File: src/rtl/rom_arbiter_pkg.sv
// rom_arbiter_pkg: shared FSM state type and sizing constants for rom_arbiter.
package rom_arbiter_pkg;
    typedef enum logic [1:0] {IDLE, READ, RESP} state_t;
    localparam int NREQ = 2;
    localparam int STAT_W = 16;
endpackage

File: src/rtl/rr_arb2.sv
// rr_arb2: combinational 2-way round-robin picker; on a tie the requester not granted last wins.
module rr_arb2 (
    input  logic [1:0] req,
    input  logic       last,
    output logic [1:0] gnt,
    output logic       gnt_idx
);
    always_comb begin
        gnt_idx = (req == 2'b11) ? ~last : req[1];
        gnt = (req == 2'b00) ? 2'b00 : (gnt_idx ? 2'b10 : 2'b01);
    end
endmodule

File: src/rtl/rom_arbiter.sv
// rom_arbiter: shares one combinational ROM between two valid/ready requesters, round-robin.
// Define ROM_ARBITER_STATS_EN to add saturating per-requester grant counters.
module rom_arbiter
    import rom_arbiter_pkg::*;
#(
    parameter int N = 3,
    parameter int O = 14
) (
    input  logic            clk,
    input  logic            rst,
    input  logic [NREQ-1:0] req_valid,
    input  logic [N-1:0]    req_addr0,
    input  logic [N-1:0]    req_addr1,
    output logic [NREQ-1:0] req_ready,
    output logic [NREQ-1:0] rsp_valid,
    input  logic [NREQ-1:0] rsp_ready,
    output logic [O-1:0]    rsp_data,
    output logic [N-1:0]    rom_addr,
    input  logic [O-1:0]    rom_data
`ifdef ROM_ARBITER_STATS_EN
    ,
    output logic [STAT_W-1:0] grant_cnt0,
    output logic [STAT_W-1:0] grant_cnt1
`endif
);
    state_t state, state_n;
    logic grant, last_grant, gnt_idx, accept;
    logic [NREQ-1:0] gnt;

    rr_arb2 u_arb (
        .req(req_valid),
        .last(last_grant),
        .gnt(gnt),
        .gnt_idx(gnt_idx)
    );

    assign accept = (state == IDLE) && |req_valid;
    assign req_ready = (accept && !rst) ? gnt : '0;

    always_comb begin
        state_n = (state == IDLE) ? (accept ? READ : IDLE) :
                  (state == READ) ? RESP :
                  (state == RESP && !rsp_ready[grant]) ? RESP : IDLE;
    end

    always_ff @(posedge clk) begin
        state <= rst ? IDLE : state_n;
    end

    always_ff @(posedge clk) begin
        if (rst) begin
            rom_addr   <= '0;
            rsp_valid  <= '0;
            rsp_data   <= '0;
            grant      <= 1'b0;
            last_grant <= 1'b1;
        end else begin
            if (accept) begin
                rom_addr <= gnt_idx ? req_addr1 : req_addr0;
                grant    <= gnt_idx;
            end
            if (state == READ) begin
                rsp_data         <= rom_data;
                rsp_valid[grant] <= 1'b1;
            end
            // only the granted requester's ready can retire the response
            if (state == RESP && rsp_ready[grant]) begin
                rsp_valid  <= '0;
                last_grant <= grant;
            end
        end
    end

`ifdef ROM_ARBITER_STATS_EN
    always_ff @(posedge clk) begin
        if (rst) begin
            grant_cnt0 <= '0;
            grant_cnt1 <= '0;
        end else begin
            if (accept && !gnt_idx && grant_cnt0 != '1)
                grant_cnt0 <= grant_cnt0 + 1'b1;
            if (accept && gnt_idx && grant_cnt1 != '1)
                grant_cnt1 <= grant_cnt1 + 1'b1;
        end
    end
`endif
endmodule
File: config.mk
export PLATFORM = sky130hd
export DESIGN_NAME = rom_arbiter
export DESIGN_NICKNAME = d
export VERILOG_FILES = /design/src/rtl/rom_arbiter_pkg.sv /design/src/rtl/rr_arb2.sv /design/src/rtl/rom_arbiter.sv
export SDC_FILE = /design/constraint.sdc
export NUM_CORES = 1
export LEC_CHECK = 0
export BUFFER_PORTS_ARGS = -buffer_cell sky130_fd_sc_hd__buf_2
export CAP_MARGIN = 20
export CORE_AREA = 8 8 56 58
export CTS_CLUSTER_SIZE = 10
export DETAILED_ROUTE_END_ITERATION = 7
export DIE_AREA = 0 0 64 66
export PLACE_DENSITY = 0.7
export SETUP_SLACK_MARGIN = 0.2
export SLEW_MARGIN = 30
export SYNTH_ARGS = -nofsm -noshare
export SYNTH_HDL_FRONTEND = slang
export SYNTH_HIERARCHICAL = 1
export SYNTH_SLANG_ARGS = --single-unit
File: constraint.sdc
create_clock -name clk -period 1.4 [get_ports clk]
set_input_delay 0.07 -clock clk [delete_from_list [all_inputs] [get_ports clk]]
set_output_delay 0.07 -clock clk [all_outputs]
set_load 0.05 [all_outputs]
## After elaboration in Yosys (flattened, before gate mapping)

Index checks and enable logic that the tools add are counted.

- Bits of input ports: 26
- Flip-flop bits (word level): 23
- Output and inout port bits: 21

- Bitwise operators: 2
- Equality and inequality tests: 3
- Magnitude comparators: 2
- Muxes and demuxes: 13
- Reduce and logical (&&, ||, !) cells: 11

Operator list:

| kind | number |
|---|---|
| two-way mux 2 bit | 6 |
| logical AND 1 bit | 5 |
| two-way mux 1 bit | 5 |
| == test 2 bit (second input constant) | 2 |
| logical NOT 2 bit | 2 |
| OR reduction 2 bit | 2 |
| two-way mux 3 bit | 1 |
| == test 2 x 1 -> 1 bit (second input constant) | 1 |
| logical NOT 1 bit | 2 |
| less-than comparator 1 x 2 -> 1 bit (second input constant) | 1 |
| bitwise OR 2 bit | 1 |
| demux 1 bit (select 1 bit) | 1 |
| >= comparator 1 bit (second input constant) | 1 |
| NOT 1 bit | 1 |

## Depth between registers and ports, before layout

- Depth after elaboration: 7
- Mapped depth: 5
- Gate-level depth less buffers: 3

## Modules after synthesis

Netlist, hierarchy kept.

Modules (own cells, without submodules):

| module | instances | area each (um^2) | cells each | sequential area each (um^2) |
|---|---|---|---|---|
| rom_arbiter | 1 | 895.9 | 104 | 460.4 |
| rr_arb2 | 1 | 26.3 | 4 | 0.0 |

## Worst setup path before layout

Ideal clock, no wire load.

- Path kind: register -> output
- Start: reg state[0]
- End: out req_ready[0]
- Slack: -544 ps
- Arrival time: 1,874 ps
- Path buffers: 0
- Required time: 1,330 ps
- Cell stages (with the launch flop): 4
- Cells stage by stage: dfxtp_1 nor2_2 nand2_1 nor3b_1

- Longest elaborated chain between the ends: 4

RTL lines:

| element | line | text |
|---|---|---|
| start, declared | rom_arbiter.sv:26 | `state_t state, state_n;` |
| start signal, assigned | rom_arbiter.sv:47 | `state <= rst ? IDLE : state_n;` |
| logical NOT 2 bit | rom_arbiter.sv:37 | `assign accept = (state == IDLE) && \|req_valid;` |
| logical AND 1 bit | rom_arbiter.sv:37 |  |
| logical AND 1 bit | rom_arbiter.sv:38 | `assign req_ready = (accept && !rst) ? gnt : '0;` |
| two-way mux 2 bit | rom_arbiter.sv:38 |  |
| end, declared | rom_arbiter.sv:14 | `output logic [NREQ-1:0] req_ready,` |

No other way between the ends.

## Final worst setup path

- Start: reg state[1]
- End: out req_ready[1]

The elaborated chain is that of the path after synthesis.

==> flow_summary.html <==
<table>
<tr><th>Metric</th><th>Value</th></tr>
<tr><th colspan="2">Drt</th></tr>
<tr><td>Per-cell routed wire length</td><td>about 13 um</td></tr>
<tr><td>Routed via count</td><td>954</td></tr>
<tr><td>Final wirelength</td><td>2.57 mm</td></tr>
<tr><td>Post-route ant nets</td><td>0</td></tr>
<tr><td>Vias/cell</td><td>4.79</td></tr>
<tr><td>Remaining design rule violation count</td><td>0</td></tr>
<tr><td>Pre-antenna DRT Iters</td><td>4</td></tr>
<tr><td>DR iter-0 viols</td><td>16</td></tr>
<tr><th colspan="2">Die</th></tr>
<tr><td>Overall die area</td><td>0.00422 mm^2</td></tr>
<tr><td>I/O pin count</td><td>47</td></tr>
<tr><td>Std-Cell Rows</td><td>18</td></tr>
<tr><td>Floorplan die width</td><td>64 um</td></tr>
<tr><td>Initial core utilization</td><td>39.8%</td></tr>
<tr><td>Placeable core area</td><td>~0.0023 mm^2</td></tr>
<tr><td>Die Span Y</td><td>66 um</td></tr>
<tr><th colspan="2">STA</th></tr>
<tr><td>Worst max-slew margin expressed relative to the limit</td><td>approximately two thirds</td></tr>
<tr><td>Clock skew after layout</td><td>between 0.002 and 0.0025 ns</td></tr>
<tr><td>Max-slew violation total from the final report</td><td>0</td></tr>
<tr><td>Setup repair after global routing missed its margin</td><td>yes</td></tr>
<tr><td>Share of the clock period used by the worst path after layout</td><td>95.0%</td></tr>
<tr><td>Total of endpoints with negative setup slack in the final report</td><td>0</td></tr>
<tr><td>Slew of the pin with the lowest slew margin</td><td>0.490 ns</td></tr>
<tr><td>Fmax</td><td>752 MHz</td></tr>
<tr><td>Post-layout min period</td><td>1.33 ns</td></tr>
<tr><td>Fin worst setup slack</td><td>0.0700 ns</td></tr>
<tr><td>Final Hold Viols</td><td>0</td></tr>
<tr><th colspan="2">Synth</th></tr>
<tr><td>Mux share of post-synthesis cell area</td><td>4.48%</td></tr>
<tr><td>Synthesized Nets</td><td>134</td></tr>
<tr><td>Ranking of synthesized cells by area</td><td>dfxtp_1, nand2_1, a21oi_1</td></tr>
<tr><td>Average instance area after synthesis</td><td>around 8.5 um^2</td></tr>
<tr><td>Number of instances in the synthesized netlist</td><td>108</td></tr>
<tr><td>Post-synthesis register bit count</td><td>23</td></tr>
<tr><td>Xor and xnor area share after synthesis</td><td>0%</td></tr>
<tr><td>Count of warnings emitted by yosys</td><td>6</td></tr>
<tr><td>Share of the yosys chip area belonging to registers</td><td>49.9%</td></tr>
<tr><td>Main combinational cell family by area after synthesis</td><td>simple AND/OR/NAND/NOR gates</td></tr>
<tr><td>Area of the mapped netlist</td><td>922 um^2</td></tr>
<tr><td>Post-Synth Adder-Cell Area</td><td>0%</td></tr>
<tr><td>Top-area cell type share of the netlist area</td><td>roughly 50%</td></tr>
<tr><td>Synth unique cells</td><td>25</td></tr>
<tr><td>Yosys top cell by area</td><td>dfxtp_1</td></tr>
<tr><td>Simple-gate share of the synthesized area</td><td>a little over a fifth</td></tr>
<tr><td>Compound-cell area share of the yosys netlist</td><td>20.1%</td></tr>
<tr><th colspan="2">Global route</th></tr>
<tr><td>Maximum number of pins on one net before global-route repair</td><td>25</td></tr>
<tr><td>Vias in the first global route</td><td>between 900 and 1000</td></tr>
<tr><td>Global-route wire length before repair</td><td>4.15 mm</td></tr>
<tr><td>Global-route usage over all layers</td><td>11.8%</td></tr>
<tr><td>Antenna violations before repair</td><td>0</td></tr>
<tr><td>GR Overflow Total</td><td>0</td></tr>
<tr><th colspan="2">Worst setup path</th></tr>
<tr><td>Critical Path Source Type</td><td>flop</td></tr>
<tr><td>Critical path class</td><td>flop to primary output</td></tr>
<tr><td>Crit path required time</td><td>1.33 ns</td></tr>
<tr><td>Number of cells on the worst reg-to-reg path</td><td>5</td></tr>
<tr><td>Endpoint kind of the worst setup timing path</td><td>primary output</td></tr>
<tr><td>Worst reg-to-reg setup slack</td><td>0.26 ns</td></tr>
<tr><td>Worst flop-to-flop path endpoint</td><td>rom_addr[2]</td></tr>
<tr><td>Data arrival time of the critical path</td><td>1.26 ns</td></tr>
<tr><td>Max Fanout on Critical Path</td><td>3</td></tr>
<tr><td>Reg2reg start</td><td>state[1]</td></tr>
<tr><th colspan="2">Clocking</th></tr>
<tr><td>Clock-pin slew on the worst setup and hold paths</td><td>0.12 ns</td></tr>
<tr><td>TritonCTS clock tree</td><td>yes</td></tr>
<tr><td>Insertion delay of the later-clocked pin in the worst-skew pair</td><td>0.30 ns</td></tr>
<tr><td>Clock root cell</td><td>clkbuf_4</td></tr>
<tr><td>Htree depth</td><td>1</td></tr>
<tr><td>Number of clock sinks</td><td>23</td></tr>
<tr><td>Inserted Clock Buffers</td><td>3</td></tr>
<tr><td>Clock buffer depth</td><td>2</td></tr>
<tr><th colspan="2">Power</th></tr>
<tr><td>Clock power frac</td><td>19.5%</td></tr>
<tr><td>P per Cell Area</td><td>1050 mW/mm^2</td></tr>
<tr><td>Sw frac</td><td>34.2%</td></tr>
<tr><td>Net Switching</td><td>roughly 500 uW</td></tr>
<tr><td>Maximum resistive drop on vdd</td><td>0.624 mV</td></tr>
<tr><td>Internal power component</td><td>977 uW</td></tr>
<tr><td>Relative contribution of sequential cells to total power</td><td>49.5%</td></tr>
<tr><td>Combinational share of power</td><td>a little under a third</td></tr>
<tr><td>Leakage power</td><td>0.000646 uW</td></tr>
<tr><th colspan="2">Placed design</th></tr>
<tr><td>Count of input and output buffers</td><td>46</td></tr>
<tr><td>Post-placement setup slack</td><td>0.182 ns</td></tr>
<tr><td>HPWL after detailed placement</td><td>1.88 mm</td></tr>
<tr><td>Routability cong.</td><td>around 0.71</td></tr>
<tr><th colspan="2">Worst hold path</th></tr>
<tr><td>Type of the most critical hold path</td><td>input port to flop</td></tr>
<tr><td>Launch instance of the worst min-delay path</td><td>rom_data[6]</td></tr>
<tr><td>Number of cells on the worst hold path</td><td>3</td></tr>
<tr><td>Worst min-delay path endpoint</td><td>rsp_data[6]</td></tr>
<tr><th colspan="2">Cells and area</th></tr>
<tr><td>Layout overhead on the synthesized area</td><td>52.9%</td></tr>
<tr><td>Antenna diode count</td><td>0</td></tr>
<tr><td>Core utilization of the finished layout</td><td>just over 60%</td></tr>
<tr><td>Fraction of final layout cells sized beyond drive strength 1</td><td>40.2%</td></tr>
<tr><td>Total number of nets in the final design</td><td>196</td></tr>
<tr><th colspan="2">Outcome</th></tr>
<tr><td>Run status</td><td>completed</td></tr>
<tr><th colspan="2">Run</th></tr>
<tr><td>Max-cap violations</td><td>0</td></tr>
</table>
[synth_stat cells]
| library cell | instances |
|---|---|
| o21bai_1 | 1 |
| buf_2 | 2 |
| mux2_2 | 1 |
| or2_0 | 1 |
| nand2_1 | 29 |
| nor2_1 | 2 |
| o21ai_0 | 1 |
| a21boi_1 | 3 |
| nand2b_1 | 2 |
| nor2b_1 | 3 |
| a31oi_1 | 1 |
| mux2i_1 | 3 |
| a311oi_1 | 3 |
| inv_1 | 1 |
| nand3_1 | 1 |
| nor3b_1 | 3 |
| and2b_1 | 1 |
| clkbuf_1 | 2 |
| dfxtp_1 | 23 |
| buf_6 | 1 |
| nor2_2 | 1 |
| o21a_1 | 1 |
| a21oi_1 | 20 |
| buf_4 | 1 |
| a21bo_2 | 1 |
[per-layer routing]
metal	up-vias	GRT usage (%)	part of all wire, %
met4	0	4.18	0.74
met5	-	0	0
met1	430	12.9	44
li1	488	-	-
met2	34	20.1	47
met3	2	4.92	8.3
[power groups by stage]
stage	sequential, uW	clock (uW)	combinational, uW
after CTS	735	306	452
after detailed placement	750	0	414
after global routing	741	341	496
after global placement	746	0	406
after floorplan	889	0	163
final	736	290	460
[cells in the final DEF, fill, tap and decap left out, drive strengths merged]
cell and count:
nor2 3, a21oi 20, nand2b 2, a31oi 1, clkinv 1, mux2 1, or2 1, and2b 1
o21bai 1, dlygate4sd3 12, o21ai 1, o21a 1, inv 1, buf 51, mux2i 3, nand3 1
nor3b 3, a21bo 1, a311oi 3, clkbuf 3, nor2b 3, a21boi 3, nand2 29, dfxtp 23
[worst max-delay path by stage]
| stage | from | endpoint | cells past startpoint | slack (ns) |
|---|---|---|---|---|
| after floorplan | state[1] | req_ready[0] | 3 | 0.21 |
| after global placement | last_grant | rom_addr[2] | 3 | 0.21 |
| after detailed placement | last_grant | rom_addr[0] | 3 | 0.18 |
| after CTS | state[1] | req_ready[1] | 4 | 0.07 |
| after global routing | state[0] | req_ready[0] | 4 | -0.003 |
| final | state[1] | req_ready[1] | 4 | 0.07 |
[timing repair]
action	CTS	global route
pin swaps	0	1
endpoints found under the hold margin	12	0
setup endpoints to repair	13	18
resized for setup	11	4
buffers inserted	1	1
hold buffers	12	0
gates cloned	0	0
[layout make-up]
type	instances	area, um^2
Fill cell	213	910
Sequential cell	23	470
Inverter	1	3.75
Tap cell	30	37.5
Clock buffer	3	22.5
Timing Repair Buffer	63	400
Clock inverter	1	5.00
Multi-Input combinational cell	78	470
[worst max-delay path: stages (launching register included)]
cell and delay (ns):
dfxtp_4 0.37, nor2_4 0.13, nand2_4 0.08, nor3b_4 0.20
buf_6 0.18
[cell families after synthesis]
group                  Yosys count
AO/OA/AOI/OAI                   31
flip-flops                      23
buffers and inverters            7
multiplexers                     4
AND/OR/NAND/NOR                 43
[registers in the layout (all words and copies together) (netlist names)]
register,cells
rsp_data,14
rom_addr,3
rsp_valid,2
grant,1
last_grant,1
state,2
[through the flow]
stage	cell area (um^2)	power (uW)	hold slack [ns]	setup TNS (ns)	cells
CTS	1390	1490	0.00846	0	198
finish	1410	1490	0.0113	0	199
floorplan	957	1050	0.142	0	108
global route	1410	1580	0.00673	-0.00310	199
detailed placement	1210	1160	0.319	0	181
global placement	1210	1150	0.313	0	181
Power figures use the tool's default switching activity.
